<file path="config.mk">
export PLATFORM = sky130hd
export DESIGN_NAME = writeback_queue
export DESIGN_NICKNAME = d
export VERILOG_FILES = /design/src/rtl/writeback_queue_pkg.sv /design/src/rtl/writeback_queue_fwd_match.sv /design/src/rtl/writeback_queue.sv
export SDC_FILE = /design/constraint.sdc
export NUM_CORES = 1
export LEC_CHECK = 0
export BUFFER_PORTS_ARGS = -buffer_cell sky130_fd_sc_hd__clkbuf_2
export CORE_MARGIN = 3
export CORE_UTILIZATION = 28
export CTS_CLUSTER_DIAMETER = 100
export DETAILED_ROUTE_END_ITERATION = 7
export HOLD_SLACK_MARGIN = 0.08
export PLACE_DENSITY_LB_ADDON = 0.12
export SYNTH_ARGS = -nofsm -noshare
export SYNTH_HDL_FRONTEND = slang
export SYNTH_SLANG_ARGS = --single-unit
</file>
<file path="constraint.sdc">
create_clock -name clk -period 3.7 [get_ports clk]
set_clock_uncertainty 0.2 [all_clocks]
set_input_delay 0.185 -clock clk [delete_from_list [all_inputs] [get_ports clk]]
set_output_delay 0.185 -clock clk [all_outputs]
set_load 0.03 [all_outputs]
</file>
<file path="src/rtl/writeback_queue_pkg.sv">
// Shared constants and entry type for the register-file writeback queue.
// Default geometry: 4 entries of {2-bit index, 16-bit data}.
package writeback_queue_pkg;

   localparam int WBQ_DEPTH  = 4;
   localparam int WBQ_DATA_W = 16;
   localparam int WBQ_ADDR_W = 2;

   typedef struct packed {
      logic [WBQ_ADDR_W-1:0] addr;
      logic [WBQ_DATA_W-1:0] data;
   } wb_entry_t;

endpackage

</file>
<file path="src/rtl/writeback_queue_fwd_match.sv">
// wbq_fwd_match: scans occupied queue slots from head (oldest) to tail
// (youngest) and returns the data of the youngest entry whose index matches.
module wbq_fwd_match
   import writeback_queue_pkg::*;
#(
   parameter int DEPTH  = WBQ_DEPTH,
   parameter int DATA_W = WBQ_DATA_W,
   parameter int ADDR_W = WBQ_ADDR_W
) (
   input  logic [DEPTH-1:0][ADDR_W-1:0] i_addr,
   input  logic [DEPTH-1:0][DATA_W-1:0] i_data,
   input  logic [$clog2(DEPTH)-1:0]     i_head,
   input  logic [$clog2(DEPTH):0]       i_count,
   input  logic [ADDR_W-1:0]            i_lookup,
   output logic                         o_hit,
   output logic [DATA_W-1:0]            o_data
);

   localparam int PTR_W = $clog2(DEPTH);
   localparam int CNT_W = PTR_W + 1;

   // Later (younger) matches overwrite earlier ones, so the last hit wins.
   always_comb begin
      logic [PTR_W-1:0] w_idx;
      w_idx  = '0;
      o_hit  = 1'b0;
      o_data = '0;
      for (int k = 0; k < DEPTH; k++) begin
         w_idx = i_head + PTR_W'(k);
         if ((CNT_W'(k) < i_count) && (i_addr[w_idx] == i_lookup)) begin
            o_hit  = 1'b1;
            o_data = i_data[w_idx];
         end
      end
   end

endmodule

</file>
<file path="src/rtl/writeback_queue.sv">
// writeback_queue: two-producer (mem, alu) FIFO feeding one register-file write
// port, with optional pending-value forwarding built when WBQ_FORWARD_EN is defined.
module writeback_queue
   import writeback_queue_pkg::*;
#(
   parameter int DEPTH  = WBQ_DEPTH,
   parameter int DATA_W = WBQ_DATA_W,
   parameter int ADDR_W = WBQ_ADDR_W
) (
   input  logic                     clk,
   input  logic                     reset,
   input  logic                     mem_valid,
   output logic                     mem_ready,
   input  logic [ADDR_W-1:0]        mem_addr,
   input  logic [DATA_W-1:0]        mem_data,
   input  logic                     alu_valid,
   output logic                     alu_ready,
   input  logic [ADDR_W-1:0]        alu_addr,
   input  logic [DATA_W-1:0]        alu_data,
   input  logic                     drain_en,
   output logic                     reg_write_signal,
   output logic [ADDR_W-1:0]        write_addr,
   output logic [DATA_W-1:0]        write_data,
   input  logic [ADDR_W-1:0]        rd_addr1,
   input  logic [ADDR_W-1:0]        rd_addr2,
   output logic                     fwd1_hit,
   output logic                     fwd2_hit,
   output logic [DATA_W-1:0]        fwd1_data,
   output logic [DATA_W-1:0]        fwd2_data,
   output logic [$clog2(DEPTH):0]   count,
   output logic                     empty,
   output logic                     full
);

   localparam int PTR_W = $clog2(DEPTH);
   localparam int CNT_W = PTR_W + 1;
   localparam logic [CNT_W-1:0] FULL_CNT = CNT_W'(DEPTH);

   logic [DEPTH-1:0][ADDR_W-1:0] r_addr;
   logic [DEPTH-1:0][DATA_W-1:0] r_data;
   logic [PTR_W-1:0]             r_wr_ptr;
   logic [PTR_W-1:0]             r_rd_ptr;
   logic [CNT_W-1:0]             r_count;

   logic w_mem_ready, w_alu_ready, w_mem_fire, w_alu_fire, w_deq;
   logic [PTR_W-1:0] w_alu_slot;

   // Readiness looks only at the registered count; a same-cycle drain earns no credit.
   assign w_mem_ready = !reset && (r_count < FULL_CNT);
   assign w_alu_ready = !reset && ((r_count + CNT_W'(w_mem_fire)) < FULL_CNT);
   assign w_mem_fire  = mem_valid & w_mem_ready;
   assign w_alu_fire  = alu_valid & w_alu_ready;
   assign w_deq       = !reset && (r_count != '0) && drain_en;
   assign w_alu_slot  = r_wr_ptr + PTR_W'(w_mem_fire);

   assign mem_ready        = w_mem_ready;
   assign alu_ready        = w_alu_ready;
   assign reg_write_signal = w_deq;
   assign write_addr       = w_deq ? r_addr[r_rd_ptr] : '0;
   assign write_data       = w_deq ? r_data[r_rd_ptr] : '0;
   assign count            = r_count;
   assign empty            = (r_count == '0);
   assign full             = (r_count == FULL_CNT);

   // NOTE: storage has no reset; occupancy (pointers/count) alone decides which slots are live.
   always_ff @(posedge clk) begin
      if (w_mem_fire) begin
         r_addr[r_wr_ptr] <= mem_addr;
         r_data[r_wr_ptr] <= mem_data;
      end
      if (w_alu_fire) begin
         r_addr[w_alu_slot] <= alu_addr;
         r_data[w_alu_slot] <= alu_data;
      end
   end

   // NOTE: sequential state uses non-blocking assignments so every register samples pre-edge values.
   always_ff @(posedge clk) begin
      if (reset) begin
         r_wr_ptr <= '0;
         r_rd_ptr <= '0;
         r_count  <= '0;
      end else begin
         r_wr_ptr <= r_wr_ptr + PTR_W'(w_mem_fire) + PTR_W'(w_alu_fire);
         r_rd_ptr <= r_rd_ptr + PTR_W'(w_deq);
         r_count  <= r_count + CNT_W'(w_mem_fire) + CNT_W'(w_alu_fire) - CNT_W'(w_deq);
      end
   end

`ifdef WBQ_FORWARD_EN
   logic              w_hit1, w_hit2;
   logic [DATA_W-1:0] w_data1, w_data2;

   wbq_fwd_match #(.DEPTH(DEPTH), .DATA_W(DATA_W), .ADDR_W(ADDR_W)) u_fwd1 (
      .i_addr   (r_addr),
      .i_data   (r_data),
      .i_head   (r_rd_ptr),
      .i_count  (r_count),
      .i_lookup (rd_addr1),
      .o_hit    (w_hit1),
      .o_data   (w_data1)
   );

   wbq_fwd_match #(.DEPTH(DEPTH), .DATA_W(DATA_W), .ADDR_W(ADDR_W)) u_fwd2 (
      .i_addr   (r_addr),
      .i_data   (r_data),
      .i_head   (r_rd_ptr),
      .i_count  (r_count),
      .i_lookup (rd_addr2),
      .o_hit    (w_hit2),
      .o_data   (w_data2)
   );

   assign fwd1_hit  = !reset && w_hit1;
   assign fwd2_hit  = !reset && w_hit2;
   assign fwd1_data = reset ? '0 : w_data1;
   assign fwd2_data = reset ? '0 : w_data2;
`else
   logic w_unused_rd;
   assign w_unused_rd = ^{rd_addr1, rd_addr2};
   assign fwd1_hit    = 1'b0;
   assign fwd2_hit    = 1'b0;
   assign fwd1_data   = '0;
   assign fwd2_data   = '0;
`endif

endmodule

</file>
==> run_results.csv, run 1 <==
group,metric,value,unit
min_path,holdCritStartpoint,"mem_valid",
timing,final.setup.tns,0,ns
grt,antenna_found_initial,0,
floorplanning,die-area,16600,um^2
flow_run,maxCapViolCount,0,
grt,grt_max_degree,37,
floorplanning,rows,44,
grt,grt_pass1_wl,20.3,mm
floorplanning,die_x,129,um
clock_tree,cts_tree,"built",
finish,fin_cells,821,
logic_synthesis,synth_cells,522,
logic_synthesis,syn_area,4220,um^2
setup_path,max_stage_delay,0.55,ns
grt,grt_pass1_vias,3676,
outcome,outcome,"finished clean",
timing,max_slew_margin,30.1,%
route,drc_errors,0,
route,num_vias,3907,
min_path,worstHoldPathType,"input pin to flip-flop",
finish,n_antenna_cell,0,
min_path,hold_end,"r_data[21]$_DFF_P_",
timing,fin_ws,0.404,ns
placed_design,io_buffers,66,
setup_path,reg2reg_to,"r_data[42]$_DFF_P_",
finish,seq_area,1580,um^2
logic_synthesis,synth_cell_types,34,
setup_path,start_kind,"input pin",
timing,min_period,3.30,ns
route,initialDrtViolationCount,243,
finish,syn_to_final_growth,29.3,%
logic_synthesis,netlist_top_cells_count,"nand2_1 (148), dfxtp_1 (79), nor2_1 (78), a31oi_1 (72), buf_4 (35)",
clock_tree,clkSinkCount,79,
clock_tree,clk-insertion-delay-late,0.34,ns
finish,drive_gt1_share,18.8,%
logic_synthesis,synth_flop_cell,"dfxtp_1",
floorplanning,start_util,28.8,%
logic_synthesis,async_flop_share,0,%
setup_path,cp.required,3.73,ns
power,leakagePower,2.46,nW
route,drt_pass1_iterations,5,
floorplanning,fp.dieH,129,um
logic_synthesis,yosysWarningCount,0,
timing,timing.final.crit_share,89.1,%
placed_design,dp_cells,750,
setup_path,cp_max_fo,22,
setup_path,crit_arrival,3.33,ns
setup_path,cp_num_buf_inv,4,
route,post_drt_wl_per_cell,16.0,um
floorplanning,ios,105,
timing,hold-worst-slack,0.204,ns
logic_synthesis,avgSynthCellArea,8.08,um^2
placed_design,gp_congestion,0.733,
clock_tree,cts.path.max_buffers,2,
setup_path,critPathSlowestCell,"dlygate4sd3_1",
logic_synthesis,synthMostInstantiatedCell,"nand2_1",
grt,gr-total-overflow,0,
timing,worstMarginPinSlew,1.05,ns
logic_synthesis,ys_seq_area_share,37.5,%
setup_path,crit_chain,"dlygate4sd3_1 > clkbuf_2 > nor3b_1 > ha_1 > xor2_1 > nand4b_4 > buf_12 > nor2_1 > a31oi_1 > dlygate4sd3_1",
placed_design,pre_cts_slack,0.799,ns
timing,rsz0062_at_grt,"false",
min_path,min_path_cells,5,
route,viasPerCell,4.76,
route,totalWireLength,13.1,mm
clock_tree,cts_made_buffers,9,
logic_synthesis,synth-edff-count,0,
logic_synthesis,post-synth-top-area-fraction,37.5,%
timing,finalHoldViolations,0,
setup_path,reg2reg_setup_slack,0.63,ns
timing,fmax,0.303,GHz
clock_tree,cts-root-buf,"clkbuf_16",
route,ant_nets,0,
clock_tree,clk_pin_slew,0.06,ns
clock_tree,cts_max_level,3,
setup_path,cp_top_family,"buffers and inverters",
finish,multiInputGateArea,2360,um^2
setup_path,cpMostUsedCell,"dlygate4sd3_1",
timing,setup_violations,0,
power,ir_drop,0.000252,V
placed_design,dp_hpwl,8.13,mm
setup_path,crit_path_end_kind,"flip-flop",
floorplanning,core-area,14600,um^2
grt,grtUsageTotal,16.0,%
finish,finalNetCount,685,
power,power.density,737,nW/um^2
setup_path,path_class,"input pin to flip-flop",
logic_synthesis,yosys-top-cells-area,"dfxtp_1 (38%), nand2_1 (13%), a31oi_1 (11%)",
logic_synthesis,yosysTopAreaCell,"dfxtp_1",
setup_path,reg2reg_depth,9,
setup_path,rr_startpoint,"count[2]$_SDFF_PP0_",
timing,slew_violations,0,
logic_synthesis,yosys_register_bits,79,
finish,fill_cells,1528,
==> worst min-delay path, cell delays in order <==
cell and delay, ns:
clkbuf_2 0.11, nand3b_1 0.13, nor3_2 0.12, nand2_1 0.08
a31oi_1 0.07
==> sequential cells by signal, indices dropped and copies added, names as in the netlist <==
name      flops
r_wr_ptr      2
r_rd_ptr      2
r_data       64
count         3
r_addr        8
==> per-stage QoR <==
step,instance area (um^2),power [W],utilization [%]
6_report,5450,0.00402,37.2
5_1_grt,5450,0.00430,37.2
4_1_cts,5440,0.00406,37.2
3_5_place_dp,4590,0.00296,31.4
3_3_place_gp,4590,0.00291,31.4
2_1_floorplan,4350,0.00262,-
==> cells by family after synthesis <==
group / synth area share (%)
AO/OA/AOI/OAI: 10.7
other: 0.0889
adder cells (fa/ha/maj): 2.55
buffers and inverters: 9.82
multiplexers: 9.61
flip-flops: 37.5
AND/OR/NAND/NOR: 27.8
XOR/XNOR: 1.90
==> per-layer routing <==
layer	global-route usage, %	routed length (um)	vias up
met2	27.3	6290	135
met4	5.81	187	0
met1	20.8	5950	1833
met5	0	0	-
met3	2.03	701	14
li1	-	-	1925
==> worst max-delay path by stage <==
stage / slack (ns) / cells past startpoint / end / from
after global placement: 0.79 / 12 / count[2]$_SDFF_PP0_ / reset
final: 0.40 / 10 / r_data[42]$_DFF_P_ / reset
after floorplan: 0.26 / 14 / count[2]$_SDFF_PP0_ / count[2]$_SDFF_PP0_
after global routing: 0.21 / 10 / r_data[42]$_DFF_P_ / reset
after detailed placement: 0.80 / 12 / count[2]$_SDFF_PP0_ / reset
after CTS: 0.19 / 11 / r_data[42]$_DFF_P_ / reset
==> what timing repair did <==
item	in CTS	in global routing
hold buffers	55	0
endpoints found under the setup margin	0	1
resized for setup	0	1
hold endpoints to repair	74	0
buffers inserted	0	0
==> layout by cell type (no fill, tap or decap), drive strengths merged, types with 2 or more instances in the layout <==
cell type / n
nand2: 148
nor2: 80
dfxtp: 79
clkbuf: 75
a31oi: 72
dlygate4sd3: 55
conb: 34
mux4: 18
and2b: 14
nor2b: 10
buf: 10
ha: 7
xnor2: 6
inv: 5
nor3b: 3
nor3: 3
clkinv: 3
clkinvlp: 2
nand4: 2
nand4b: 2
or3b: 2
==> layout make-up <==
class | instances | area share [%]
multi-input combinational | 407 | 43.3
sequential | 79 | 29.0
timing repair buffer | 131 | 17.8
inverter | 4 | 0.275
tap | 184 | 4.22
clock buffer | 9 | 4.13
clock inverter | 7 | 1.33
==> report_power, final <==
part	switching, W	total [W]	internal (W)
Clock	0.000379	0.000903	0.000524
Sequential	0.000239	0.00154	0.00130
Combinational	0.000784	0.00158	0.000795
(Power assumes the default switching activity.)
==> run 2: changes to the inputs <==
==> constraint.sdc (replaced) <==
create_clock -name clk -period 3.85 [get_ports clk]
set_clock_uncertainty 0.2 [all_clocks]
set_input_delay 0.1925 -clock clk [delete_from_list [all_inputs] [get_ports clk]]
set_output_delay 0.1925 -clock clk [all_outputs]
set_load 0.03 [all_outputs]
==> run 2 against run 1 <==
Net effect:
- critical path depth is 1 lower
- flip-flop and latch count is the same
- die area stayed put
- sequential power down 3%
- sequential share of layout area barely moved
- worst hold slack worse by 0.092 ns
- clock power increased by 2%
- count of clock-buffer cells in the layout unchanged
- routed wire length rose by 0.27%
- largest power group unchanged
==> run_results.csv, run 2 (synthesis results as in run 1) <==
group,metric,value,unit
outcome,outcome,"finished clean",
floorplanning,start_util,28.8,%
flow_run,maxCapViolCount,0,
route,viasPerCell,4.79,
route,ant_nets,0,
placed_design,placed_area,4590,um^2
timing,final.setup.tns,0,ns
grt,gr-total-overflow,0,
floorplanning,ios,105,
floorplanning,die_x,129,um
route,initialDrtViolationCount,264,
setup_path,start_kind,"flip-flop",
clock_tree,cts_max_level,3,
finish,fin_util,37.2,%
timing,worstMarginPinSlew,1.10,ns
finish,fill_cells,1518,
power,power.clock.fraction,23.5,%
clock_tree,clk-insertion-delay-late,0.34,ns
route,num_vias,3936,
setup_path,path_class,"flip-flop to flip-flop",
grt,grt_pass1_wl,20.6,mm
timing,setup_violations,0,
setup_path,rr_startpoint,"count[2]$_SDFF_PP0_",
grt,grtUsageTotal,16.2,%
power,p_int,0.00257,W
setup_path,cp_num_buf_inv,2,
power,leakagePower,2.45,nW
finish,finalNetCount,685,
setup_path,crit_arrival,3.21,ns
clock_tree,clkSinkCount,79,
power,p_comb_share,38.4,%
finish,final_cell_mix,"nand2_1 (148), dfxtp_1 (79), nor2_1 (78), a31oi_1 (72), clkbuf_2 (66)",
min_path,holdCritStartpoint,"reset",
power,p_sw_share,34.3,%
power,ir_drop,0.000235,V
finish,seq_area,1580,um^2
floorplanning,core-area,14600,um^2
grt,grt_max_degree,37,
clock_tree,cts-root-buf,"clkbuf_16",
finish,largest-register,"r_data",
route,drt_pass1_iterations,5,
power,power.density,719,nW/um^2
timing,fin_ws,0.661,ns
clock_tree,post-cts-setup-buffers,0,
finish,n_antenna_cell,0,
setup_path,max_stage_delay,0.58,ns
power,pwr-share-seq,38.1,%
finish,final_cell_area,5440,um^2
clock_tree,cts_tree,"built",
grt,antenna_found_initial,0,
finish,fin_cells,821,
setup_path,cp.required,3.88,ns
setup_path,crit_chain,"nor3b_1 > ha_1 > ha_1 > xnor2_4 > nand4b_2 > buf_4 > nor2_1 > a31oi_1 > dlygate4sd3_1",
timing,timing.final.crit_share,82.8,%
min_path,worstHoldPathType,"input pin to flip-flop",
route,totalWireLength,13.2,mm
placed_design,dp_cells,751,
setup_path,cp_max_fo,28,
placed_design,gp_congestion,0.727,
route,drc_errors,0,
clock_tree,clk_pin_slew,0.06,ns
timing,rsz0062_at_grt,"false",
timing,slew_violations,0,
power,power_switching,0.00134,W
route,post_drt_wl_per_cell,16.0,um
setup_path,cp-startpoint,"count[2]$_SDFF_PP0_",
finish,largest_register_ffs,64,
placed_design,io_buffers,66,
finish,drive_gt1_share,18.8,%
setup_path,crit_path_end_kind,"flip-flop",
floorplanning,die-area,16600,um^2
placed_design,pre_cts_slack,0.769,ns
setup_path,critPathSlowestCell,"dfxtp_1",
clock_tree,hold_buffers,54,
finish,final_common_cell,"nand2_1",
timing,fmax,0.314,GHz
timing,finalHoldViolations,0,
finish,multiInputGateArea,2350,um^2
clock_tree,ctsResizeCount,0,
placed_design,dp_hpwl,8.28,mm
clock_tree,cts_made_buffers,9,
setup_path,cpMostUsedCell,"ha_1",
timing,max_slew_margin,26.8,%
grt,grt_pass1_vias,3723,
floorplanning,rows,44,
clock_tree,cts.path.max_buffers,2,
floorplanning,fp.dieH,129,um
timing,min_period,3.19,ns
finish,syn_to_final_growth,29.1,%
setup_path,cp_top_family,"buffers and inverters",
-- run 2: through the flow --
stage                     hold slack, ns  power (W)
after floorplan                    0.148    0.00251
after global placement             0.250    0.00280
after detailed placement           0.257    0.00284
after CTS                          0.112    0.00395
after global routing               0.145    0.00418
final                              0.113    0.00391
-- run 2: power by group through the flow --
stage | Combinational [W] | Sequential (W) | Clock (W)
6_report | 0.00150 | 0.00149 | 0.000920
3_5_place_dp | 0.00134 | 0.00151 | 0
4_1_cts | 0.00151 | 0.00149 | 0.000943
3_3_place_gp | 0.00130 | 0.00150 | 0
5_1_grt | 0.00168 | 0.00154 | 0.000968
2_1_floorplan | 0.00108 | 0.00143 | 0
-- run 2: path summary, 6_finish.rpt --
kind,endpoint,slack (ns),cells after the start
setup / recovery,r_data[41]$_DFF_P_,0.66,9
hold / removal,r_wr_ptr[1]$_SDFF_PP0_,0.11,2
setup reg to reg,r_data[41]$_DFF_P_,0.66,9
hold reg to reg,r_data[31]$_DFF_P_,0.26,2
-- run 2: per-layer routing --
metal	wire length [um]	track usage, %	vias up
met4	179	4.88	0
met3	539	2.49	17
li1	-	-	1922
met1	6080	21.0	1888
met2	6360	27.8	109
met5	0	0	-
-- run 2: worst reg2reg max path: stages, from the launching register on --
cell and delay (ns):
dfxtp_1 0.58, nor3b_1 0.14, ha_1 0.21, ha_1 0.24
xnor2_4 0.27, nand4b_2 0.34, buf_4 0.36, nor2_1 0.12
a31oi_1 0.05, dlygate4sd3_1 0.57
-- run 2: final cells by class --
type	instances	area share, %
clock inverter	7	1.61
timing repair buffer	131	17.5
inverter	4	0.276
clock buffer	9	4.14
tap	184	4.23
sequential	79	29.1
multi-input combinational	407	43.2
==> run 3: changes to the inputs <==
==> constraint.sdc (replaced) <==
create_clock -name clk -period 2.79 [get_ports clk]
set_clock_uncertainty 0.2 [all_clocks]
set_input_delay 0.1395 -clock clk [delete_from_list [all_inputs] [get_ports clk]]
set_output_delay 0.1395 -clock clk [all_outputs]
set_load 0.03 [all_outputs]
==> run 3 against run 2 <==
Net effect:
- flip-flop and latch count unchanged
- global-route usage is 0.16 points higher
- routed wire length grew 3.8%
- design area grew 5.0%
==> run_results.csv, run 3 (synthesis results as in run 1) <==
group,metric,value,unit
grt,antenna_found_initial,0,
route,viasPerCell,4.79,
grt,grt_max_degree,21,
grt,grtUsageTotal,16.4,%
finish,largest-register,"r_data",
grt,gr-total-overflow,0,
setup_path,path_class,"flip-flop to flip-flop",
route,totalWireLength,13.7,mm
power,power_switching,0.00190,W
clock_tree,clk-insertion-delay-late,0.34,ns
power,power.clock.fraction,21.4,%
power,pwr-share-seq,36.7,%
clock_tree,cts_tree,"built",
power,p_comb_share,41.9,%
min_path,worstHoldPathType,"flip-flop to flip-flop",
placed_design,dp_hpwl,8.63,mm
timing,min_period,2.63,ns
setup_path,rr_startpoint,"count[2]$_SDFF_PP0_",
floorplanning,rows,44,
clock_tree,cts.path.max_buffers,2,
setup_path,cp.required,2.82,ns
timing,rsz0062_at_grt,"false",
setup_path,reg2reg_setup_slack,0.16,ns
setup_path,crit_path_end_kind,"flip-flop",
placed_design,gp_congestion,0.746,
setup_path,start_kind,"flip-flop",
finish,drive_gt1_share,23.4,%
finish,finalNetCount,710,
flow_run,maxCapViolCount,0,
floorplanning,die_x,129,um
route,num_vias,4042,
timing,slew_violations,0,
setup_path,reg2reg_depth,11,
finish,final_cell_mix,"nand2_1 (148), nor2_1 (78), dfxtp_1 (76), a31oi_1 (72), clkbuf_2 (66)",
floorplanning,die-area,16600,um^2
min_path,holdCritStartpoint,"r_data[45]$_DFF_P_",
placed_design,placed_area,4760,um^2
timing,setup_violations,0,
finish,syn_to_final_growth,35.5,%
finish,final_cell_area,5710,um^2
clock_tree,cts_made_buffers,9,
timing,finalHoldViolations,0,
setup_path,crit_arrival,2.66,ns
clock_tree,cts-root-buf,"clkbuf_16",
power,p_int,0.00365,W
timing,timing.final.crit_share,94.3,%
power,ir_drop,0.000371,V
min_path,min_path_cells,2,
route,drt_pass1_iterations,5,
clock_tree,clk_pin_slew,0.06,ns
placed_design,io_buffers,66,
floorplanning,core-area,14600,um^2
finish,final_common_cell,"nand2_1",
finish,n_antenna_cell,0,
min_path,hold_end,"r_data[45]$_DFF_P_",
clock_tree,cts_max_level,3,
floorplanning,fp.dieH,129,um
route,initialDrtViolationCount,289,
route,drc_errors,0,
finish,largest_register_ffs,64,
timing,hold-worst-slack,0.269,ns
outcome,outcome,"finished clean",
route,ant_nets,0,
grt,grt_pass1_vias,3801,
floorplanning,start_util,28.8,%
setup_path,reg2reg_to,"r_data[21]$_DFF_P_",
power,p_sw_share,34.2,%
power,power.density,970,nW/um^2
power,finalPower,0.00554,W
floorplanning,ios,105,
setup_path,cp_max_fo,20,
route,post_drt_wl_per_cell,16.2,um
power,leakagePower,2.56,nW
grt,grt_pass1_wl,20.6,mm
clock_tree,clkSinkCount,79,
timing,fmax,0.380,GHz
==> run 3: worst max-delay path: stages, from the launching register on <==
cell and delay, ns:
dfxtp_4 0.35, nor3b_4 0.19, ha_2 0.21, ha_4 0.15, xnor2_4 0.11, buf_6 0.13
buf_12 0.09, nand4_1 0.11, buf_4 0.25, nor2_1 0.11, a31oi_1 0.05, dlygate4sd3_1 0.57
==> run 3: through the flow <==
stage	setup slack [ns]	cells	utilization, %	setup TNS [ns]
final	0.158	843	39.0	0
after detailed placement	0.169	766	32.5	0
after floorplan	-0.0202	555	-	-0.0202
after CTS	0.0123	834	38.3	0
after global routing	0.00919	843	39.0	0
after global placement	0.173	766	32.5	0
==> run 3: worst max-delay path by stage <==
stage	endpoint	slack, ns	startpoint
global route	r_data[11]$_DFF_P_	0.009	count[2]$_SDFF_PP0_
global placement	count[2]$_SDFF_PP0_	0.17	count[2]$_SDFF_PP0_
detailed placement	count[2]$_SDFF_PP0_	0.17	count[2]$_SDFF_PP0_
finish	r_data[21]$_DFF_P_	0.16	count[2]$_SDFF_PP0_
CTS	r_data[6]$_DFF_P_	0.01	count[2]$_SDFF_PP0_
floorplan	count[2]$_SDFF_PP0_	-0.02	count[2]$_SDFF_PP0_
==> run 3: timing repair <==
action                                 in CTS  in global routing
hold buffers                               55                  0
buffers inserted                            0                  7
resized for setup                           0                  8
setup endpoints to repair                   0                 18
endpoints found under the hold margin      79                  0
==> run 3: final cells by class <==
| type | instances | area, um^2 |
|---|---|---|
| Clock buffer | 12 | 256 |
| Clock inverter | 1 | 30.0 |
| Fill cell | 1490 | 8930 |
| Inverter | 4 | 27.5 |
| Multi-Input combinational cell | 407 | 2420 |
| Sequential cell | 79 | 1590 |
| Tap cell | 184 | 230 |
| Timing Repair Buffer | 156 | 1160 |
==> run 3: layer usage <==
layer	part of all wire [%]	up-vias	global-route usage, %
met5	0	-	0
met4	1.5	0	5.56
met3	5.8	14	2.78
met2	50	129	28.1
met1	42	1927	20.8
li1	-	1972	-
==> run 3: power by group through the flow <==
stage | Sequential [W] | Combinational [W] | Clock, W
floorplan | 0.00198 | 0.00159 | 0
detailed placement | 0.00204 | 0.00201 | 0
finish | 0.00203 | 0.00232 | 0.00119
CTS | 0.00202 | 0.00226 | 0.00122
global route | 0.00210 | 0.00257 | 0.00126
global placement | 0.00204 | 0.00196 | 0
